### src/rtl/pipe_ctrl_pkg.sv
// Shared pipeline-control constants: stall bus width, stall level names and stage indices.
// Pipeline registers decode their stall bits through these names, so they live here.
package pipe_ctrl_pkg;

    localparam int STAGE_PC  = 0;
    localparam int STAGE_IF  = 1;
    localparam int STAGE_ID  = 2;
    localparam int STAGE_EX  = 3;
    localparam int STAGE_MEM = 4;
    localparam int STAGE_WB  = 5;

    localparam int STALL_BUS = STAGE_WB + 1;

    localparam logic STOP    = 1'b1;
    localparam logic NO_STOP = 1'b0;

    typedef enum logic {
        ST_RUN,
        ST_FLUSH
    } ctrl_state_t;

    // A request raised at stage req_stage holds that stage and every stage upstream of it.
    function automatic logic stage_covered(input logic [7:0] stage, input logic [7:0] req_stage);
        return (stage <= req_stage);
    endfunction

endpackage

### src/rtl/pipe_ctrl_sat.sv
// Saturating up-counter with synchronous clear; used for the stall-cycle total and the
// consecutive-stall run length.
module sat_counter #(
    parameter int               WIDTH = 8,
    parameter logic [WIDTH-1:0] MAX   = '1
) (
    input  logic             clk,
    input  logic             rst,
    input  logic             inc,
    input  logic             clr,
    output logic [WIDTH-1:0] count,
    output logic             at_max
);

    assign at_max = (count == MAX);

    always_ff @(posedge clk or negedge rst) begin
        if (!rst) begin
            count <= '0;
        end else if (clr) begin
            count <= '0;
        end else if (inc && !at_max) begin
            count <= count + 1'b1;
        end
    end

endmodule

### src/rtl/pipe_ctrl.sv
// Pipeline control: merges per-stage stall requests into one stall vector, sequences
// multi-cycle flushes with a redirect PC, and tracks stall statistics plus a watchdog.
module pipe_ctrl
    import pipe_ctrl_pkg::*;
#(
    parameter int                  STAGES       = STALL_BUS,
    parameter int                  NREQ         = 3,
    parameter logic [NREQ*8-1:0]   REQ_STAGE    = {8'(STAGE_MEM), 8'(STAGE_EX), 8'(STAGE_ID)},
    parameter int                  FLUSH_CYCLES = 1,
    parameter int                  MAX_STALL    = 64,
    parameter int                  CNT_W        = 32
) (
    input  logic              clk,
    input  logic              rst,
    input  logic [NREQ-1:0]   stall_req,
    input  logic              excp_valid,
    input  logic [31:0]       excp_pc,
    output logic [STAGES-1:0] stall,
    output logic              flush,
    output logic [31:0]       new_pc,
    output logic [CNT_W-1:0]  stall_cycles,
    output logic              stall_timeout
);

    localparam int               RUN_W   = $clog2(MAX_STALL + 1);
    localparam logic [RUN_W-1:0] RUN_MAX = RUN_W'(MAX_STALL);
    localparam int               FC_W    = (FLUSH_CYCLES > 1) ? $clog2(FLUSH_CYCLES) : 1;
    localparam logic [FC_W-1:0]  FC_LOAD = FC_W'(FLUSH_CYCLES - 1);

    ctrl_state_t       state;
    logic [FC_W-1:0]   flush_cnt;
    logic [STAGES-1:0] stall_merged;
    logic              stall_any;
    logic [RUN_W-1:0]  run_len;
    logic              run_at_max;
    logic              cycles_at_max;

    always_comb begin
        stall_merged = {STAGES{NO_STOP}};
        for (int i = 0; i < NREQ; i++) begin
            for (int k = STAGE_PC; k < STAGES; k++) begin
                if (stall_req[i] == STOP && stage_covered(8'(k), REQ_STAGE[8*i +: 8])) begin
                    stall_merged[k] = STOP;
                end
            end
        end
    end

    // Flushing wins over stalling, including the cycle the event arrives; reset also masks it.
    assign stall     = (!rst || state == ST_FLUSH || excp_valid) ? '0 : stall_merged;
    assign stall_any = |stall;

    always_ff @(posedge clk or negedge rst) begin
        if (!rst) begin
            state     <= ST_RUN;
            flush     <= 1'b0;
            new_pc    <= '0;
            flush_cnt <= '0;
        end else begin
            case (state)
                ST_RUN: begin
                    if (excp_valid) begin
                        state     <= ST_FLUSH;
                        flush     <= 1'b1;
                        new_pc    <= excp_pc;
                        flush_cnt <= FC_LOAD;
                    end
                end
                ST_FLUSH: begin
                    // A new event mid-flush restarts the window and the latest target wins.
                    if (excp_valid) begin
                        new_pc    <= excp_pc;
                        flush_cnt <= FC_LOAD;
                    end else if (flush_cnt == '0) begin
                        state <= ST_RUN;
                        flush <= 1'b0;
                    end else begin
                        flush_cnt <= flush_cnt - 1'b1;
                    end
                end
                default: begin
                    state <= ST_RUN;
                    flush <= 1'b0;
                end
            endcase
        end
    end

    sat_counter #(
        .WIDTH (CNT_W),
        .MAX   ({CNT_W{1'b1}})
    ) u_stall_cycles (
        .clk    (clk),
        .rst    (rst),
        .inc    (stall_any && !cycles_at_max),
        .clr    (1'b0),
        .count  (stall_cycles),
        .at_max (cycles_at_max)
    );

    sat_counter #(
        .WIDTH (RUN_W),
        .MAX   (RUN_MAX)
    ) u_run_len (
        .clk    (clk),
        .rst    (rst),
        .inc    (stall_any),
        .clr    (!stall_any),
        .count  (run_len),
        .at_max (run_at_max)
    );

    // The watchdog trips on the first stalled cycle beyond the limit and only reset clears it.
    always_ff @(posedge clk or negedge rst) begin
        if (!rst) begin
            stall_timeout <= 1'b0;
        end else if (stall_any && run_at_max) begin
            stall_timeout <= 1'b1;
        end
    end

endmodule

### config.mk
export PLATFORM = sky130hd
export DESIGN_NAME = pipe_ctrl
export DESIGN_NICKNAME = d
export VERILOG_FILES = /design/src/rtl/pipe_ctrl_pkg.sv /design/src/rtl/pipe_ctrl_sat.sv /design/src/rtl/pipe_ctrl.sv
export SDC_FILE = /design/constraint.sdc
export NUM_CORES = 1
export LEC_CHECK = 0
export ABC_AREA = 1
export CAP_MARGIN = 20
export CORE_AREA = 2 2 117 119
export DETAILED_ROUTE_END_ITERATION = 12
export DIE_AREA = 0 0 119 121
export PLACE_DENSITY = 0.6
export SYNTH_ARGS = -nofsm -noshare
export SYNTH_HDL_FRONTEND = slang
export SYNTH_SLANG_ARGS = --single-unit
### constraint.sdc
create_clock -name clk -period 4.5 [get_ports clk]
set_input_delay 1.35 -clock clk [delete_from_list [all_inputs] [get_ports clk]]
set_output_delay 1.35 -clock clk [all_outputs]
set_load 0.01 [all_outputs]
Yosys cells after proc, flatten, opt, wreduce, memory -nomap -nowiden --
Cells that the tools add are included.
Word-level totals: output and inout port bits 72, input bits 38, word-level logic and storage cells 50, bits in registers 75
Operators by class: bitwise operators 1, add/sub/neg operators 3, reduce and logical (&&, ||, !) cells 11, mux-type cells 22, eq/ne operators 6
Operators with widths (count):
- 32-bit by 1-bit adder with 32-bit output, second input constant | 1
- 32-bit == test, second input constant | 1
- 32-bit 2-to-1 mux | 1
- 1-bit 2-to-1 mux | 15
- 7-bit 2-to-1 mux | 2
- 7-bit by 1-bit adder with 7-bit output, second input constant | 1
- 7-bit == test, second input constant | 1
- 2-bit inequality test, second input constant | 3
- 1-bit case mux with 2 select lines | 3
- 6-bit OR reduction | 1
- 5-bit 2-to-1 mux | 1
- 1-bit logical AND | 4
- 1-bit logical NOT | 3
- 3-bit AND reduction | 1
- 1-bit logical OR | 2
- 2-bit by 1-bit inequality test with 1-bit output, second input constant | 1
- 1-bit inverter | 1
- 1-bit subtractor, second input constant | 1

Logic depth before layout (Yosys ltp) --
word-level depth 8, depth in mapped cells 11, gate-level depth less buffers 10

By module --
A second synthesis with hierarchy kept.
Second synthesis, totals: cells, all modules 513, area total of the unflattened synthesis 4229.1 um^2
Modules (own cells, without submodules):
- sat_counter (u_stall_cycles) | area an instance 2259.7 um^2, cells an instance 352, sequential area each 800.8 um^2, times used 1
- pipe_ctrl | area an instance 1498.9 um^2, cells an instance 93, sequential area each 875.8 um^2, times used 1
- sat_counter (u_run_len) | area an instance 470.5 um^2, cells an instance 68, sequential area each 175.2 um^2, times used 1

Worst setup path after synthesis --
No wires, ideal clock.
path kind input to output, start point input port excp_valid, end point output port stall[1], setup slack 1017 ps, cell stages on the path 5, data arrival time 2133 ps, buffers on the path 2, required time 3150 ps, cells stage by stage clkbuf_1 > nor2_2 > nand2_2 > inv_2 > buf_4
On the way: longest elaborated chain between the ends 2
RTL lines:
- from (decl) | line pipe_ctrl.sv:16 | input logic excp_valid,
- 1-bit logical OR | line pipe_ctrl.sv:50 | assign stall = (!rst || state == ST_FLUSH || excp_valid) ? '0 : stall_merged;
- 5-bit 2-to-1 mux | line pipe_ctrl.sv:50
- to (decl) | line pipe_ctrl.sv:18 | output logic [STAGES-1:0] stall,
No other way between the ends.

Final worst setup path --
start point input port stall_req[2], end point output port stall[0]
On the way: longest elaborated chain between the ends 2
RTL lines:
- from (decl) | line pipe_ctrl.sv:15 | input logic [NREQ-1:0] stall_req,
- 1-bit 2-to-1 mux | line pipe_ctrl.sv:42 | if (stall_req[i] == STOP && stage_covered(8'(k), REQ_STAGE[8*i +: 8])) begin
- 5-bit 2-to-1 mux | line pipe_ctrl.sv:50
No other way between the ends.

==> results.py <==
metrics = {
    "cells_and_area": {
        "fin_nets": 619,
        "layout-drive-gt1-share_pct": 11.5,
        "area_growth_pct": 40.9,
        "antennaDiodeCount": 0,
        "post-route-util_pct": 41.5,
        "stdcell_area_sq_um": 5430,
    },
    "power": {
        "power_density_nw_per_um2": 333,
        "p_int_mw": 1.38,
        "p_sw_share_pct": 23.8,
        "peakVddDrop_uv": 206,
        "leakage_nw": 2.23,
        "pwr-share-seq_pct": 41.4,
        "p_sw_mw": 0.430,
        "clockPowerShare_pct": 44.7,
        "combinationalPowerShare_pct": 13.9,
    },
    "global_route": {
        "grt_antenna_before_repair": 0,
        "grt_pass1_wl_um": 16700,
        "grt_max_degree": 75,
        "grt_overflow_total": 0,
        "grt_pass1_vias": 3420,
        "grtUsageTotal_pct": 14.7,
    },
    "cts": {
        "clk_pin_slew_worst_paths_ps": 60,
        "cts_max_level": 3,
        "cts_resized": 0,
        "clkSinkCount": 74,
        "ctsHoldBuffers": 0,
        "clockRootBuffer": "clkbuf_16",
        "cts_buffers": 9,
        "cts_setup_buffers": 0,
        "clk_latency_ps": 340,
        "cts_tree": "built",
        "clockBufferDepth": 2,
    },
    "job": {
        "cap_violations": 0,
    },
    "yosys": {
        "yosys_warnings": 0,
        "ys_seq_area_share_pct": 48.0,
        "avgSynthCellArea_sq_um": 8.26,
        "ys_ff_latch": 74,
        "syn-num-nets": 508,
        "netlist_area_sq_um": 3860,
        "ys_types": 30,
        "syn_inst": 467,
    },
    "place": {
        "place_ws_ps": 321,
        "dpl_cell_area_sq_um": 5090,
        "io_buffers": 108,
        "hpwl_um": 7560,
        "gp_congestion": 0.880,
    },
    "sta": {
        "clock-skew-final_ps": 7.44,
        "report.final.slew_viol_count": 0,
        "post-route-period-util_pct": 92.5,
        "clock.fmax_ghz": 0.240,
        "max_slew.worst_pin.slew_ps": 941,
        "period_minus_slack_ps": 4160,
        "maxSlewHeadroom_pct": 37.3,
        "worst_slack_ps": 339,
        "finalSetupViolations": 0,
        "whs_ps": 480,
        "setup_tns_ps": 0,
        "rsz0062_at_grt": "false",
        "hold_violations": 0,
    },
    "routing": {
        "routed_wl_um": 10100,
        "drt_first_pass_iters": 5,
        "drc_errors": 0,
        "wl_per_cell_um": 13.3,
        "ant_nets": 0,
        "viasPerCell": 4.48,
        "drt_first_iter_violations": 162,
        "via_count": 3401,
    },
    "critical_path": {
        "timing.critical_path.max_delay_family": "buffers and inverters",
        "crit_chain": "clkdlybuf4s50_1, inv_1, nand2_1, nand2_2, inv_2, clkdlybuf4s50_1",
        "cp-end-kind": "primary output",
        "crit_fanout": 7,
        "worstSetupPathType": "in -> out",
        "cp-start-kind": "input pin",
        "cpMostUsedCell": "clkdlybuf4s50_1",
        "max_stage_delay_ps": 540,
        "cp.arrival_ps": 2810,
        "cpMaxStageDelayCell": "clkdlybuf4s50_1",
        "path_buf_inv": 4,
        "worstPathRequired_ps": 3150,
    },
    "die": {
        "die_x_um": 119,
        "num_rows": 42,
        "initial_core_util_pct": 29.5,
        "fp.dieH_um": 121,
        "ios": 110,
        "fp.dieArea_sq_um": 14400,
        "core_area_sq_um": 13100,
    },
    "status": {
        "outcome": "finished, final reports clean",
    },
    "min_path": {
        "hold_path.class": "reg -> reg",
    },
}
-- tightest hold or removal path, stage by stage, from the launching register on --
cell,delay [ps]
dfrtp_1,350
inv_1,40
nand2_1,50
-- synth_stat cells (all sizes together) --
master / count / area [sq um]
conb: 1 / 3.75
clkbuf: 1 / 3.75
nor4: 1 / 6.26
maj3: 1 / 10.0
buf: 10 / 76.3
nand3: 29 / 150
nand3b: 2 / 15.0
inv: 38 / 148
nor3: 5 / 25.0
xor2: 4 / 35.0
nand2: 167 / 663
o21ai: 8 / 40.0
mux2: 32 / 360
xnor2: 8 / 70.1
nand4: 8 / 50.1
dfrtp: 74 / 1850
ha: 3 / 37.5
nor2: 69 / 279
a21oi: 5 / 25.0
and2: 1 / 6.26
-- placed cells by master, fill, tap and decap left out, types with 2 or more instances in the layout --
cell,n
nor2_2,5
nand3_1,28
clkbuf_16,9
a21oi_1,5
nor2_1,63
clkdlybuf4s50_1,107
dfrtp_1,74
inv_1,35
nor3_1,5
o21ai_0,8
nand2_1,162
bufinv_16,2
buf_4,3
mux2_2,32
nand2_4,2
clkbuf_8,2
nand2_2,2
inv_6,2
nand4_1,8
xnor2_1,8
xor2_1,4
inv_2,2
ha_1,3
nand3b_1,2
-- logic make-up after synthesis --
kind of cell / synth area share, %
other: 0.0972
muxes: 9.34
AOI/OAI and AO/OA: 1.69
buffers and inverters: 5.91
DFF: 48.0
adders and majority gates: 1.23
and+or+nand+nor: 31.0
xor gates and xnor gates: 2.73
-- layout make-up --
cell class / count / area (sq um)
Inverter: 38 / 148
Timing Repair Buffer: 111 / 1100
Clock buffer: 11 / 253
Multi-Input combinational cell: 344 / 1780
Tap cell: 176 / 220
Sequential cell: 74 / 1850
Fill cell: 1339 / 7650
Clock inverter: 5 / 85.1
-- path summary, 6_finish.rpt --
kind                       cells past startpoint  slack [ps]                  endpoint                    start
setup reg to reg                              10        2530  u_stall_cycles.count[28]  u_stall_cycles.count[0]
setup / recovery                               6         340                  stall[0]             stall_req[2]
hold / removal                                 2         480             stall_timeout            stall_timeout
hold reg to reg                                2         480             stall_timeout            stall_timeout
max in group asynchronous                      2        2620        u_run_len.count[2]                      rst
min in group asynchronous                      2        1290                new_pc[16]                      rst
-- through the flow --
step	power (mW)	cells
floorplan	0.858	467
global placement	1.01	743
detailed placement	1.01	743
CTS	1.83	759
global route	1.88	759
finish	1.81	759
-- state kept, by name, indices dropped and copies added (netlist names) --
signal / flops
new_pc: 32
u_stall_cycles.count: 32
u_run_len.count: 7
flush: 1
stall_timeout: 1
state: 1
-- layer usage --
metal	wire length [um]	GRT usage, %	vias to the layer above
met5	0	0	-
met4	184	6.25	0
met3	961	5.87	15
met2	4470	23.0	126
met1	4450	18.0	1561
li1	-	-	1699
-- power groups by stage --
stage                     clock, mW  sequential [mW]  combinational [mW]
after floorplan                   0            0.776              0.0828
after global placement            0            0.758               0.253
after detailed placement          0            0.760               0.255
after CTS                     0.828            0.748               0.257
after global routing          0.854            0.754               0.274
final                         0.808            0.747               0.252
Power figures use the tool's default switching activity.
